[src/rtl/amber_wb_inst_feeder_pkg.sv]
// Shared types and helpers for the Amber Wishbone instruction feeder.
//   feed_state_t : feeder FSM states
//   AMBER_NOP    : default filler word (MOV r1, r3 style NOP used by the bench)
//   sel_to_lane  : maps a 16-bit byte select to a single 32-bit lane index
package target_package;

    localparam logic [31:0] AMBER_NOP = 32'hF0801003;

    typedef enum logic [2:0] {
        ST_IDLE,
        ST_RD_WAIT,
        ST_ACK,
        ST_ERR,
        ST_WR_HOLD
    } feed_state_t;

    typedef struct packed {
        logic       ok;    // exactly one nonzero nibble
        logic [1:0] lane;  // index of that nibble
    } lane_sel_t;

    // A store must touch exactly one 32-bit lane; anything else is an error.
    function automatic lane_sel_t sel_to_lane(input logic [15:0] sel);
        lane_sel_t  r;
        logic [2:0] n;
        r = '0;
        n = 3'd0;
        for (int i = 0; i < 4; i++) begin
            if (sel[4*i +: 4] != 4'h0) begin
                n      = n + 3'd1;
                r.lane = 2'(i);
            end
        end
        r.ok = (n == 3'd1);
        return r;
    endfunction

endpackage

[src/rtl/amber_wb_inst_feeder_sync_fifo.sv]
// amber_sync_fifo: 32-bit synchronous FIFO with level output.
//   i_clk, i_rst_n    : clock, async active-low reset (flushes pointers)
//   i_push / i_data   : write port (ignored when full)
//   i_pop  / o_data   : read port, o_data is the current head (ignored when empty)
//   o_level, o_empty  : occupancy
// Pointers carry one extra MSB so full and empty are distinguishable.
module amber_sync_fifo #(
    parameter int unsigned DEPTH = 8
) (
    input  logic                    i_clk,
    input  logic                    i_rst_n,
    input  logic                    i_push,
    input  logic [31:0]             i_data,
    input  logic                    i_pop,
    output logic [31:0]             o_data,
    output logic [$clog2(DEPTH):0]  o_level,
    output logic                    o_empty
);

    localparam int unsigned AW = $clog2(DEPTH);
    localparam int unsigned PW = AW + 1;

    logic [31:0]   mem_q [DEPTH];
    logic [PW-1:0] wr_ptr_q, wr_ptr_d;
    logic [PW-1:0] rd_ptr_q, rd_ptr_d;
    logic          full_c;
    logic          push_ok_c;
    logic          pop_ok_c;

    // Occupancy and guarded handshakes
    always_comb begin
        o_empty   = (wr_ptr_q == rd_ptr_q);
        full_c    = (wr_ptr_q[AW] != rd_ptr_q[AW]) &&
                    (wr_ptr_q[AW-1:0] == rd_ptr_q[AW-1:0]);
        push_ok_c = i_push && !full_c;
        pop_ok_c  = i_pop && !o_empty;
        wr_ptr_d  = wr_ptr_q + PW'(push_ok_c);
        rd_ptr_d  = rd_ptr_q + PW'(pop_ok_c);
        o_level   = wr_ptr_q - rd_ptr_q;
        o_data    = mem_q[rd_ptr_q[AW-1:0]];
    end

    // Pointer registers
    always_ff @(posedge i_clk or negedge i_rst_n) begin
        if (!i_rst_n) begin
            wr_ptr_q <= '0;
            rd_ptr_q <= '0;
        end else begin
            wr_ptr_q <= wr_ptr_d;
            rd_ptr_q <= rd_ptr_d;
        end
    end

    // Storage needs no reset; pointers define validity
    always_ff @(posedge i_clk) begin
        if (push_ok_c) begin
            mem_q[wr_ptr_q[AW-1:0]] <= i_data;
        end
    end

endmodule

[src/rtl/amber_wb_inst_feeder.sv]
// amber_wb_inst_feeder: Wishbone slave feeding instructions to the Amber core.
//   i_inst_valid/o_inst_ready/i_inst : instruction push into the FIFO
//   i_wb_*                           : core Wishbone request (128-bit data)
//   o_wb_dat/o_wb_ack/o_wb_err       : response; dat holds until next read ack
//   o_st_valid/i_st_ready/o_st_*     : one-entry captured-store buffer
//   o_level, o_fetch_pc              : FIFO occupancy, last acked read address
// Build option AMBER_FEED_NOP_ON_EMPTY_EN: empty-FIFO reads ack at once with
// an all-NOP line instead of stalling in RD_WAIT.
module amber_wb_inst_feeder
    import target_package::*;
#(
    parameter int unsigned DEPTH    = 8,
    parameter logic [31:0] NOP_WORD = AMBER_NOP
) (
    input  logic                    i_clk,
    input  logic                    i_rst_n,
    input  logic                    i_inst_valid,
    output logic                    o_inst_ready,
    input  logic [31:0]             i_inst,
    input  logic [31:0]             i_wb_adr,
    input  logic [15:0]             i_wb_sel,
    input  logic                    i_wb_we,
    input  logic [127:0]            i_wb_dat,
    input  logic                    i_wb_cyc,
    input  logic                    i_wb_stb,
    output logic [127:0]            o_wb_dat,
    output logic                    o_wb_ack,
    output logic                    o_wb_err,
    output logic                    o_st_valid,
    input  logic                    i_st_ready,
    output logic [31:0]             o_st_adr,
    output logic [31:0]             o_st_dat,
    output logic [3:0]              o_st_sel,
    output logic [$clog2(DEPTH):0]  o_level,
    output logic [31:0]             o_fetch_pc
);

    localparam int unsigned LW = $clog2(DEPTH) + 1;

    feed_state_t   state_q, state_d;
    logic [31:0]   adr_q, adr_d;
    logic [31:0]   wdat_q, wdat_d;
    logic [3:0]    wnib_q, wnib_d;
    logic [127:0]  dat_q, dat_d;
    logic [31:0]   pc_q, pc_d;
    logic          ack_q, ack_d;
    logic          err_q, err_d;
    logic          st_valid_q, st_valid_d;
    logic [31:0]   st_adr_q, st_adr_d;
    logic [31:0]   st_dat_q, st_dat_d;
    logic [3:0]    st_sel_q, st_sel_d;

    logic          fifo_push_c;
    logic          fifo_pop_c;
    logic [31:0]   fifo_data_c;
    logic          fifo_empty_c;
    logic          req_c;
    logic          st_free_c;
    lane_sel_t     wsel_c;

    // Place one instruction in its lane, NOP elsewhere
    function automatic logic [127:0] place_word(input logic [31:0] w, input logic [1:0] lane);
        logic [127:0] line;
        line = {4{NOP_WORD}};
        line[{lane, 5'd0} +: 32] = w;
        return line;
    endfunction

    assign o_inst_ready = (o_level != LW'(DEPTH));
    assign fifo_push_c  = i_inst_valid && o_inst_ready;

    amber_sync_fifo #(
        .DEPTH (DEPTH)
    ) u_fifo (
        .i_clk   (i_clk),
        .i_rst_n (i_rst_n),
        .i_push  (fifo_push_c),
        .i_data  (i_inst),
        .i_pop   (fifo_pop_c),
        .o_data  (fifo_data_c),
        .o_level (o_level),
        .o_empty (fifo_empty_c)
    );

    // Next-state and datapath
    always_comb begin
        state_d    = state_q;
        adr_d      = adr_q;
        wdat_d     = wdat_q;
        wnib_d     = wnib_q;
        dat_d      = dat_q;
        pc_d       = pc_q;
        st_adr_d   = st_adr_q;
        st_dat_d   = st_dat_q;
        st_sel_d   = st_sel_q;
        fifo_pop_c = 1'b0;
        req_c      = i_wb_cyc && i_wb_stb;
        wsel_c     = sel_to_lane(i_wb_sel);
        // A drain this cycle frees the slot for a same-cycle capture
        st_free_c  = !st_valid_q || i_st_ready;
        st_valid_d = st_valid_q && !i_st_ready;

        case (state_q)
            ST_IDLE: begin
                if (req_c) begin
                    adr_d = i_wb_adr;
                    if (!i_wb_we) begin
                        if (!fifo_empty_c) begin
                            fifo_pop_c = 1'b1;
                            dat_d      = place_word(fifo_data_c, i_wb_adr[3:2]);
                            pc_d       = i_wb_adr;
                            state_d    = ST_ACK;
                        end else begin
`ifdef AMBER_FEED_NOP_ON_EMPTY_EN
                            dat_d   = {4{NOP_WORD}};
                            pc_d    = i_wb_adr;
                            state_d = ST_ACK;
`else
                            state_d = ST_RD_WAIT;
`endif
                        end
                    end else if (!wsel_c.ok) begin
                        state_d = ST_ERR;
                    end else begin
                        wdat_d = i_wb_dat[{wsel_c.lane, 5'd0} +: 32];
                        wnib_d = i_wb_sel[{wsel_c.lane, 2'd0} +: 4];
                        if (st_free_c) begin
                            st_valid_d = 1'b1;
                            st_adr_d   = i_wb_adr;
                            st_dat_d   = i_wb_dat[{wsel_c.lane, 5'd0} +: 32];
                            st_sel_d   = i_wb_sel[{wsel_c.lane, 2'd0} +: 4];
                            state_d    = ST_ACK;
                        end else begin
                            state_d = ST_WR_HOLD;
                        end
                    end
                end
            end
            ST_RD_WAIT: begin
                if (!fifo_empty_c) begin
                    fifo_pop_c = 1'b1;
                    dat_d      = place_word(fifo_data_c, adr_q[3:2]);
                    pc_d       = adr_q;
                    state_d    = ST_ACK;
                end
            end
            ST_WR_HOLD: begin
                if (st_free_c) begin
                    st_valid_d = 1'b1;
                    st_adr_d   = adr_q;
                    st_dat_d   = wdat_q;
                    st_sel_d   = wnib_q;
                    state_d    = ST_ACK;
                end
            end
            ST_ACK:  state_d = ST_IDLE;
            ST_ERR:  state_d = ST_IDLE;
            default: state_d = ST_IDLE;
        endcase

        ack_d = (state_d == ST_ACK);
        err_d = (state_d == ST_ERR);
    end

    // State and output registers
    always_ff @(posedge i_clk or negedge i_rst_n) begin
        if (!i_rst_n) begin
            state_q    <= ST_IDLE;
            adr_q      <= '0;
            wdat_q     <= '0;
            wnib_q     <= '0;
            dat_q      <= {4{NOP_WORD}};
            pc_q       <= '0;
            ack_q      <= 1'b0;
            err_q      <= 1'b0;
            st_valid_q <= 1'b0;
            st_adr_q   <= '0;
            st_dat_q   <= '0;
            st_sel_q   <= '0;
        end else begin
            state_q    <= state_d;
            adr_q      <= adr_d;
            wdat_q     <= wdat_d;
            wnib_q     <= wnib_d;
            dat_q      <= dat_d;
            pc_q       <= pc_d;
            ack_q      <= ack_d;
            err_q      <= err_d;
            st_valid_q <= st_valid_d;
            st_adr_q   <= st_adr_d;
            st_dat_q   <= st_dat_d;
            st_sel_q   <= st_sel_d;
        end
    end

    assign o_wb_dat   = dat_q;
    assign o_wb_ack   = ack_q;
    assign o_wb_err   = err_q;
    assign o_fetch_pc = pc_q;
    assign o_st_valid = st_valid_q;
    assign o_st_adr   = st_adr_q;
    assign o_st_dat   = st_dat_q;
    assign o_st_sel   = st_sel_q;

endmodule

[config.mk]
export PLATFORM = sky130hd
export DESIGN_NAME = amber_wb_inst_feeder
export DESIGN_NICKNAME = d
export VERILOG_FILES = /design/src/rtl/amber_wb_inst_feeder_pkg.sv /design/src/rtl/amber_wb_inst_feeder_sync_fifo.sv /design/src/rtl/amber_wb_inst_feeder.sv
export SDC_FILE = /design/constraint.sdc
export NUM_CORES = 1
export LEC_CHECK = 0
export ABC_CLOCK_PERIOD_IN_PS = 5300
export BUFFER_PORTS_ARGS = -buffer_cell sky130_fd_sc_hd__buf_2
export CORE_ASPECT_RATIO = 0.75
export CORE_MARGIN = 8
export CORE_UTILIZATION = 47
export DETAILED_ROUTE_END_ITERATION = 16
export GPL_ROUTABILITY_DRIVEN = 0
export PLACE_DENSITY = 0.72
export SETUP_SLACK_MARGIN = 0.2
export SYNTH_ARGS = -nofsm -noshare
export SYNTH_HDL_FRONTEND = slang
export SYNTH_HIERARCHICAL = 1
export SYNTH_SLANG_ARGS = --single-unit
[constraint.sdc]
create_clock -name i_clk -period 5.3 [get_ports i_clk]
set_input_delay 0.53 -clock i_clk [delete_from_list [all_inputs] [get_ports i_clk]]
set_output_delay 0.53 -clock i_clk [all_outputs]
set_load 0.02 [all_outputs]
* Word-level counts from Yosys, hierarchy flattened *
Memory sizes are Yosys's and may differ from the RTL's.
Index checks and enable logic that the tools add are counted.

storage, ports and cells
  register bits after elaboration = 310
  bits in writable memories = 256
  bits of input ports = 215
  output and inout port bits = 236
  word-level logic and storage cells = 128
  memories = 1

memories
  name          depth  bits a word  read ports  clocked after Yosys merged registers in  wr ports  RTL line                              text
  u_fifo.mem_q  8      32           1           0                                        1         amber_wb_inst_feeder_sync_fifo.sv:23  logic [31:0] mem_q [DEPTH];

cells by class
  add/sub/neg operators = 8
  equality and inequality tests = 17
  shift operators = 6
  multiplexer cells = 54
  bitwise operators = 6
  reductions and logical operators = 22

operators by type and width
  operator                                                                   count
  128-bit 2-to-1 mux                                                         4
  32-bit 2-to-1 mux                                                          14
  128-bit one-hot mux with 2 select lines                                    1
  32-bit by 9-bit variable shift with 128-bit output (first input constant)  2
  32-bit by 9-bit variable part select with 128-bit output                   2
  96-bit AND                                                                 2
  32-bit one-hot mux with 2 select lines                                     3
  128-bit by 8-bit variable part select with 32-bit output                   1
  32-bit inverter                                                            2
  32-bit bitwise OR                                                          2
  3-bit 2-to-1 mux                                                           9
  4-bit 2-to-1 mux                                                           5
  7-bit negation with 9-bit output                                           2
  2-bit != test (second input constant)                                      8
  4-bit nonzero test                                                         4
  16-bit by 5-bit variable part select with 4-bit output                     1
  1-bit 2-to-1 mux                                                           11
  3-bit by 1-bit adder with 3-bit output (second input constant)             3
  3-bit one-hot mux with 3 select lines                                      1
  4-bit by 1-bit adder with 4-bit output                                     2
  4-bit one-hot mux with 2 select lines                                      1
  3-bit by 1-bit == test with 1-bit output (second input constant)           2
  3-bit by 2-bit == test with 1-bit output (second input constant)           2
  1-bit logical AND                                                          6
  other kinds (16)                                                           23

* Depth between registers and ports, before layout *
  depth in word-level cells = 14
  depth in mapped cells = 15
  depth with buffers taken out = 12

* By module *
The synthesis kept the hierarchy.

modules (own cells, without submodules)
  module                times used  cells an instance  area each (µm²)
  amber_wb_inst_feeder  1           1508               14320.0
  amber_sync_fifo       1           489                10207.3

* Worst setup path after synthesis *
OpenSTA, ideal clock, no wires.

  path kind = register to register
  from = register u_fifo.rd_ptr_q[2]
  to = memory u_fifo.mem_q[0][0] (enable)
  library setup time = 0.502 ns
  arrival = 5.312 ns
  required time = 4.798 ns
  slack = -0.514 ns
  cell stages (with the launch flop) = 12
  clock period less this slack = 5.814 ns
  cell sequence = dfrtp_1 -> buf_2 -> buf_2 -> inv_1 -> ha_1 -> a21oi_1 -> nand2_1 -> xor2_1 -> or4b_2 -> and2_1 -> o21ai_0 -> nor4_1

on the way
  cells in the longest elaborated chain, start to end = 6

ends and longest elaborated chain
  what                                    RTL line                              text
  start, declared                         amber_wb_inst_feeder_sync_fifo.sv:25  logic [PW-1:0] rd_ptr_q, rd_ptr_d;
  start signal, assigned                  amber_wb_inst_feeder_sync_fifo.sv:50  rd_ptr_q <= rd_ptr_d;
  4-bit subtractor                        amber_wb_inst_feeder_sync_fifo.sv:39  o_level = wr_ptr_q - rd_ptr_q;
  via o_level[3]                          amber_wb_inst_feeder.sv:34            output logic [$clog2(DEPTH):0] o_level,
  4-bit != test                           amber_wb_inst_feeder.sv:69            assign o_inst_ready = (o_level != LW'(DEPTH));
  via o_inst_ready                        amber_wb_inst_feeder.sv:18            output logic o_inst_ready,
  1-bit logical AND                       amber_wb_inst_feeder.sv:70            assign fifo_push_c = i_inst_valid && o_inst_ready;
  via fifo_push_c                         amber_wb_inst_feeder.sv:53            logic fifo_push_c;
  1-bit logical AND                       amber_wb_inst_feeder_sync_fifo.sv:35  push_ok_c = i_push && !full_c;
  1-bit 2-to-1 mux                        amber_wb_inst_feeder_sync_fifo.sv:56  if (push_ok_c) begin
  1-bit 2-to-1 mux (implied by the code)  amber_wb_inst_feeder_sync_fifo.sv:57  mem_q[wr_ptr_q[AW-1:0]] <= i_data;
  end, declared                           amber_wb_inst_feeder_sync_fifo.sv:23

The timed path passes the listed nets, and every way through them passes these cells.

* Final worst setup path *
  from = register u_fifo.rd_ptr_q[0]
  to = register u_fifo.wr_ptr_q[2]

on the way
  cells in the longest elaborated chain, start to end = 5

ends and longest elaborated chain
  what                                    RTL line                              text
  4-bit subtractor                        amber_wb_inst_feeder_sync_fifo.sv:39
  4-bit != test                           amber_wb_inst_feeder.sv:69
  1-bit logical AND                       amber_wb_inst_feeder.sv:70
  via fifo_push_c                         amber_wb_inst_feeder.sv:53
  1-bit logical AND                       amber_wb_inst_feeder_sync_fifo.sv:35
  4-bit by 1-bit adder with 4-bit output  amber_wb_inst_feeder_sync_fifo.sv:37  wr_ptr_d = wr_ptr_q + PW'(push_ok_c);
  via u_fifo.wr_ptr_d[2]                  amber_wb_inst_feeder_sync_fifo.sv:24  logic [PW-1:0] wr_ptr_q, wr_ptr_d;
  end signal, assigned                    amber_wb_inst_feeder_sync_fifo.sv:49  wr_ptr_q <= wr_ptr_d;
  end, declared                           amber_wb_inst_feeder_sync_fifo.sv:24

The timed path passes the listed nets, and every way through them passes these cells.
A chain may end at the register's enable or synchronous reset.

==> results.sh <==
export IMPL_die_area_mm2=0.0598
export IMPL_cts_tree="done"
export IMPL_finalHoldWorstSlack_ns=-0.0162
export IMPL_layout_cells_non_filler=3158
export IMPL_crit_chain="ha_1, fa_1, inv_1, or4b_2, and2_1, o21ai_0, inv_1, ha_1, ha_1, xor2_1"
export IMPL_worstSetupEndpointType="flip-flop"
export IMPL_netlist_top_cell_by_area="edfxtp_1"
export IMPL_dpl_hpwl_um=48300
export IMPL_ctsHtreeMaxLevel=2
export IMPL_finalHoldViolCount=6
export IMPL_cp_top_family="adder cells"
export IMPL_r2r_end="u_fifo/wr_ptr_q[2]"
export IMPL_postSynthCellCount=1997
export IMPL_cts_made_buffers=55
export IMPL_post_route_worst_setup_slack_ns=1.81
export IMPL_cp_arrival_ns=3.97
export IMPL_placed_cell_area_mm2=0.0274
export IMPL_power_total_w=0.0154
export IMPL_cts_path_max_buffers=3
export IMPL_worstSetupStartpointType="flip-flop"
export IMPL_setup_viol=0
export IMPL_slew_headroom=0.130
export IMPL_dpl_worst_slack_ns=1.45
export IMPL_grt_setup_unrepaired="false"
export IMPL_critical_path_endpoint="u_fifo/wr_ptr_q[2]"
export IMPL_vias_per_cell=5.69
export IMPL_cts_hold_fix_buffers=0
export IMPL_crit_top_cell="ha_1"
export IMPL_fp_coreArea_mm2=0.0515
export IMPL_synth_warnings=6
export IMPL_std_cell_rows=72
export IMPL_cts_root_buffer_cell="clkbuf_16"
export IMPL_slowest_delay_ns=0.67
export IMPL_synthTopCellsByArea="edfxtp_1, dfrtp_1, nand2_1"
export IMPL_startpoint="u_fifo/rd_ptr_q[0]"
export IMPL_report_final_slew_viol_count=0
export IMPL_clk_insertion_delay_late_ns=0.65
export IMPL_worst_r2r_setup_slack_ns=1.81
export IMPL_dp_cells=3049
export IMPL_detail_route_wl_per_cell_um=22.6
export IMPL_ys_types=51
export IMPL_min_period_ns=3.49
export IMPL_via_count_of_the_first_global_routing_pass=17600
export IMPL_finClkSkew_ns=0.0710
export IMPL_post_cts_resized_instances=0
export IMPL_num_vias=18000
export IMPL_criticalPathCategory="reg -> reg"
export IMPL_synth_area_mm2=0.0245
export IMPL_overflow=0
export IMPL_most_frequent_cell_after_synthesis="nand2_1"
export IMPL_crit_path_top_delay_cell="or4b_2"
export IMPL_min_delay_path_class="in -> async"
export IMPL_dieWidth_um=280
export IMPL_initialDrtViolationCount=1873
export IMPL_clock_sinks=566
export IMPL_worst_endpoint_required_ns=5.78
export IMPL_final_period_utilization=0.658
export IMPL_synth_net_count=2231
export IMPL_grt_max_degree=119
export IMPL_stdcell_area_mm2=0.0292
export IMPL_postCtsSetupBuffers=0
export IMPL_die_y_um=214
export IMPL_violations="negative hold slack"
export IMPL_synth_yosys_seq_area_share=0.631
export IMPL_dr_pass1_iters=5
export IMPL_critical_path_cell_count=10
export IMPL_synthesis_area_per_instance_um2=12.3
export IMPL_flow_area_growth_from_synthesis_pct=19.1
export IMPL_buffers_plus_inverters_on_the_worst_setup_path=2
export IMPL_yosys_register_bits=566
export IMPL_antenna_found_initial=16
export IMPL_static_leakage_power_nw=12.9
export IMPL_remaining_drc_errors=0
export IMPL_worstReg2RegStart="u_fifo/rd_ptr_q[0]"
export IMPL_critical_path_peak_fanout=19
export IMPL_netlist_top_cells_count="nand2_1, dfrtp_1, edfxtp_1"
export IMPL_max_cap_violations=0
export IMPL_worst_ir_drop_vdd_mv=0.503
export IMPL_synth_edf_count=256
export IMPL_grt_usage=0.229
export IMPL_finalNetCount=2637
export IMPL_worstRegToRegCells=10
export IMPL_synth_async_sr_flop_share=0.548
export IMPL_start_util=0.476
export IMPL_io_pins=451
export IMPL_yosys_most_used_dff="dfrtp_1"
export IMPL_routed_wirelength_um=71200
export IMPL_worst_margin_slew_ns=1.30
export IMPL_postRouteAntennaNets=0
export IMPL_grt_first_pass_wirelength_um=107000
export IMPL_path_clk_slew_ns=0.06
export IMPL_portBuffers=450
export IMPL_power_per_cell_area_mw_per_mm2=527
export IMPL_totalNegativeSetupSlack_ns=0
export IMPL_status="finished with violations"
export IMPL_nFillCells=4256
export IMPL_post_route_cells_drive_above_1_share=0.308
export IMPL_timing_fmax_mhz=287
export IMPL_synth_top_cell_area_share=0.313
-- layer usage --
metal | up-vias | wire [µm] | GRT usage
met5 | - | 102 | 0
met4 | 16 | 2310 | 0.0761
met3 | 139 | 6310 | 0.0562
met2 | 788 | 34100 | 0.369
met1 | 9019 | 28400 | 0.305
li1 | 8004 | - | -
-- worst min path at each step --
stage	slack [ns]	cells after the start	startpoint	endpoint
floorplan	0.23	0	i_rst_n	adr_q[0]
global route	0.06	1	i_rst_n	o_wb_dat[67]
finish	-0.02	1	i_rst_n	o_wb_dat[38]
CTS	0.007	1	i_rst_n	o_wb_dat[8]
detailed placement	0.46	2	o_wb_dat[119]	o_wb_dat[119]
global placement	0.46	2	o_wb_dat[91]	o_wb_dat[91]
-- final cells by class --
class / instances / area, µm² / area share
sequential: 566 / 15500 / 0.530
multi-input combinational: 1247 / 8320 / 0.285
timing repair buffer: 484 / 2530 / 0.0866
clock buffer: 76 / 1500 / 0.0512
tap: 703 / 880 / 0.0301
clock inverter: 26 / 308 / 0.0105
inverter: 49 / 184 / 0.00629
antenna: 7 / 17.5 / 0.000599
-- registers in the layout, indices dropped and copies added (netlist names) --
name             count
wdat_q              32
adr_q               32
o_st_adr            32
o_st_sel             4
o_wb_ack             1
o_wb_dat           128
o_st_dat            32
o_st_valid           1
u_fifo/mem_q       256
o_fetch_pc          32
state_q              3
o_wb_err             1
u_fifo/wr_ptr_q      4
u_fifo/rd_ptr_q      4
wnib_q               4
-- stage by stage --
step                      utilization  hold WS, ns
final                           0.567      -0.0162
after global routing            0.567       0.0557
after CTS                       0.567      0.00703
after detailed placement        0.532        0.464
after global placement          0.532        0.458
after floorplan                     -        0.234
-- power by group --
part | total (W) | internal (W) | switching, W
Sequential | 0.00652 | 0.00584 | 0.000674
Combinational | 0.00501 | 0.00175 | 0.00326
Clock | 0.00387 | 0.00219 | 0.00169
Total | 0.0154 | 0.00978 | 0.00562
-- layout by cell type, fill, tap and decap left out, drive strengths merged, types with 26 or more instances in the layout --
cell type and count:
buf 484, o21ai 130, nand3 38, mux2i 68, nor2 75, nand2 456, edfxtp 256, dfrtp 278
o211ai 34, dfstp 32, inv 50, a22o 26, a21oi 106, clkbuf 76, mux2 74, mux4 64
a31oi 66
-- kinds of logic (layout without fill, tap and decap cells) --
group | after synthesis | in the layout | synth area share
other | 0 | 7 | 0
AO/OA/AOI/OAI | 400 | 400 | 0.0979
AND/OR/NAND/NOR | 613 | 613 | 0.102
XOR/XNOR | 9 | 9 | 0.00321
adder cells (fa/ha/maj) | 19 | 19 | 0.0100
multiplexers | 206 | 206 | 0.121
flip-flops | 566 | 566 | 0.631
buffers and inverters | 184 | 635 | 0.0348
No activity file was read; power rests on OpenSTA's default activity.
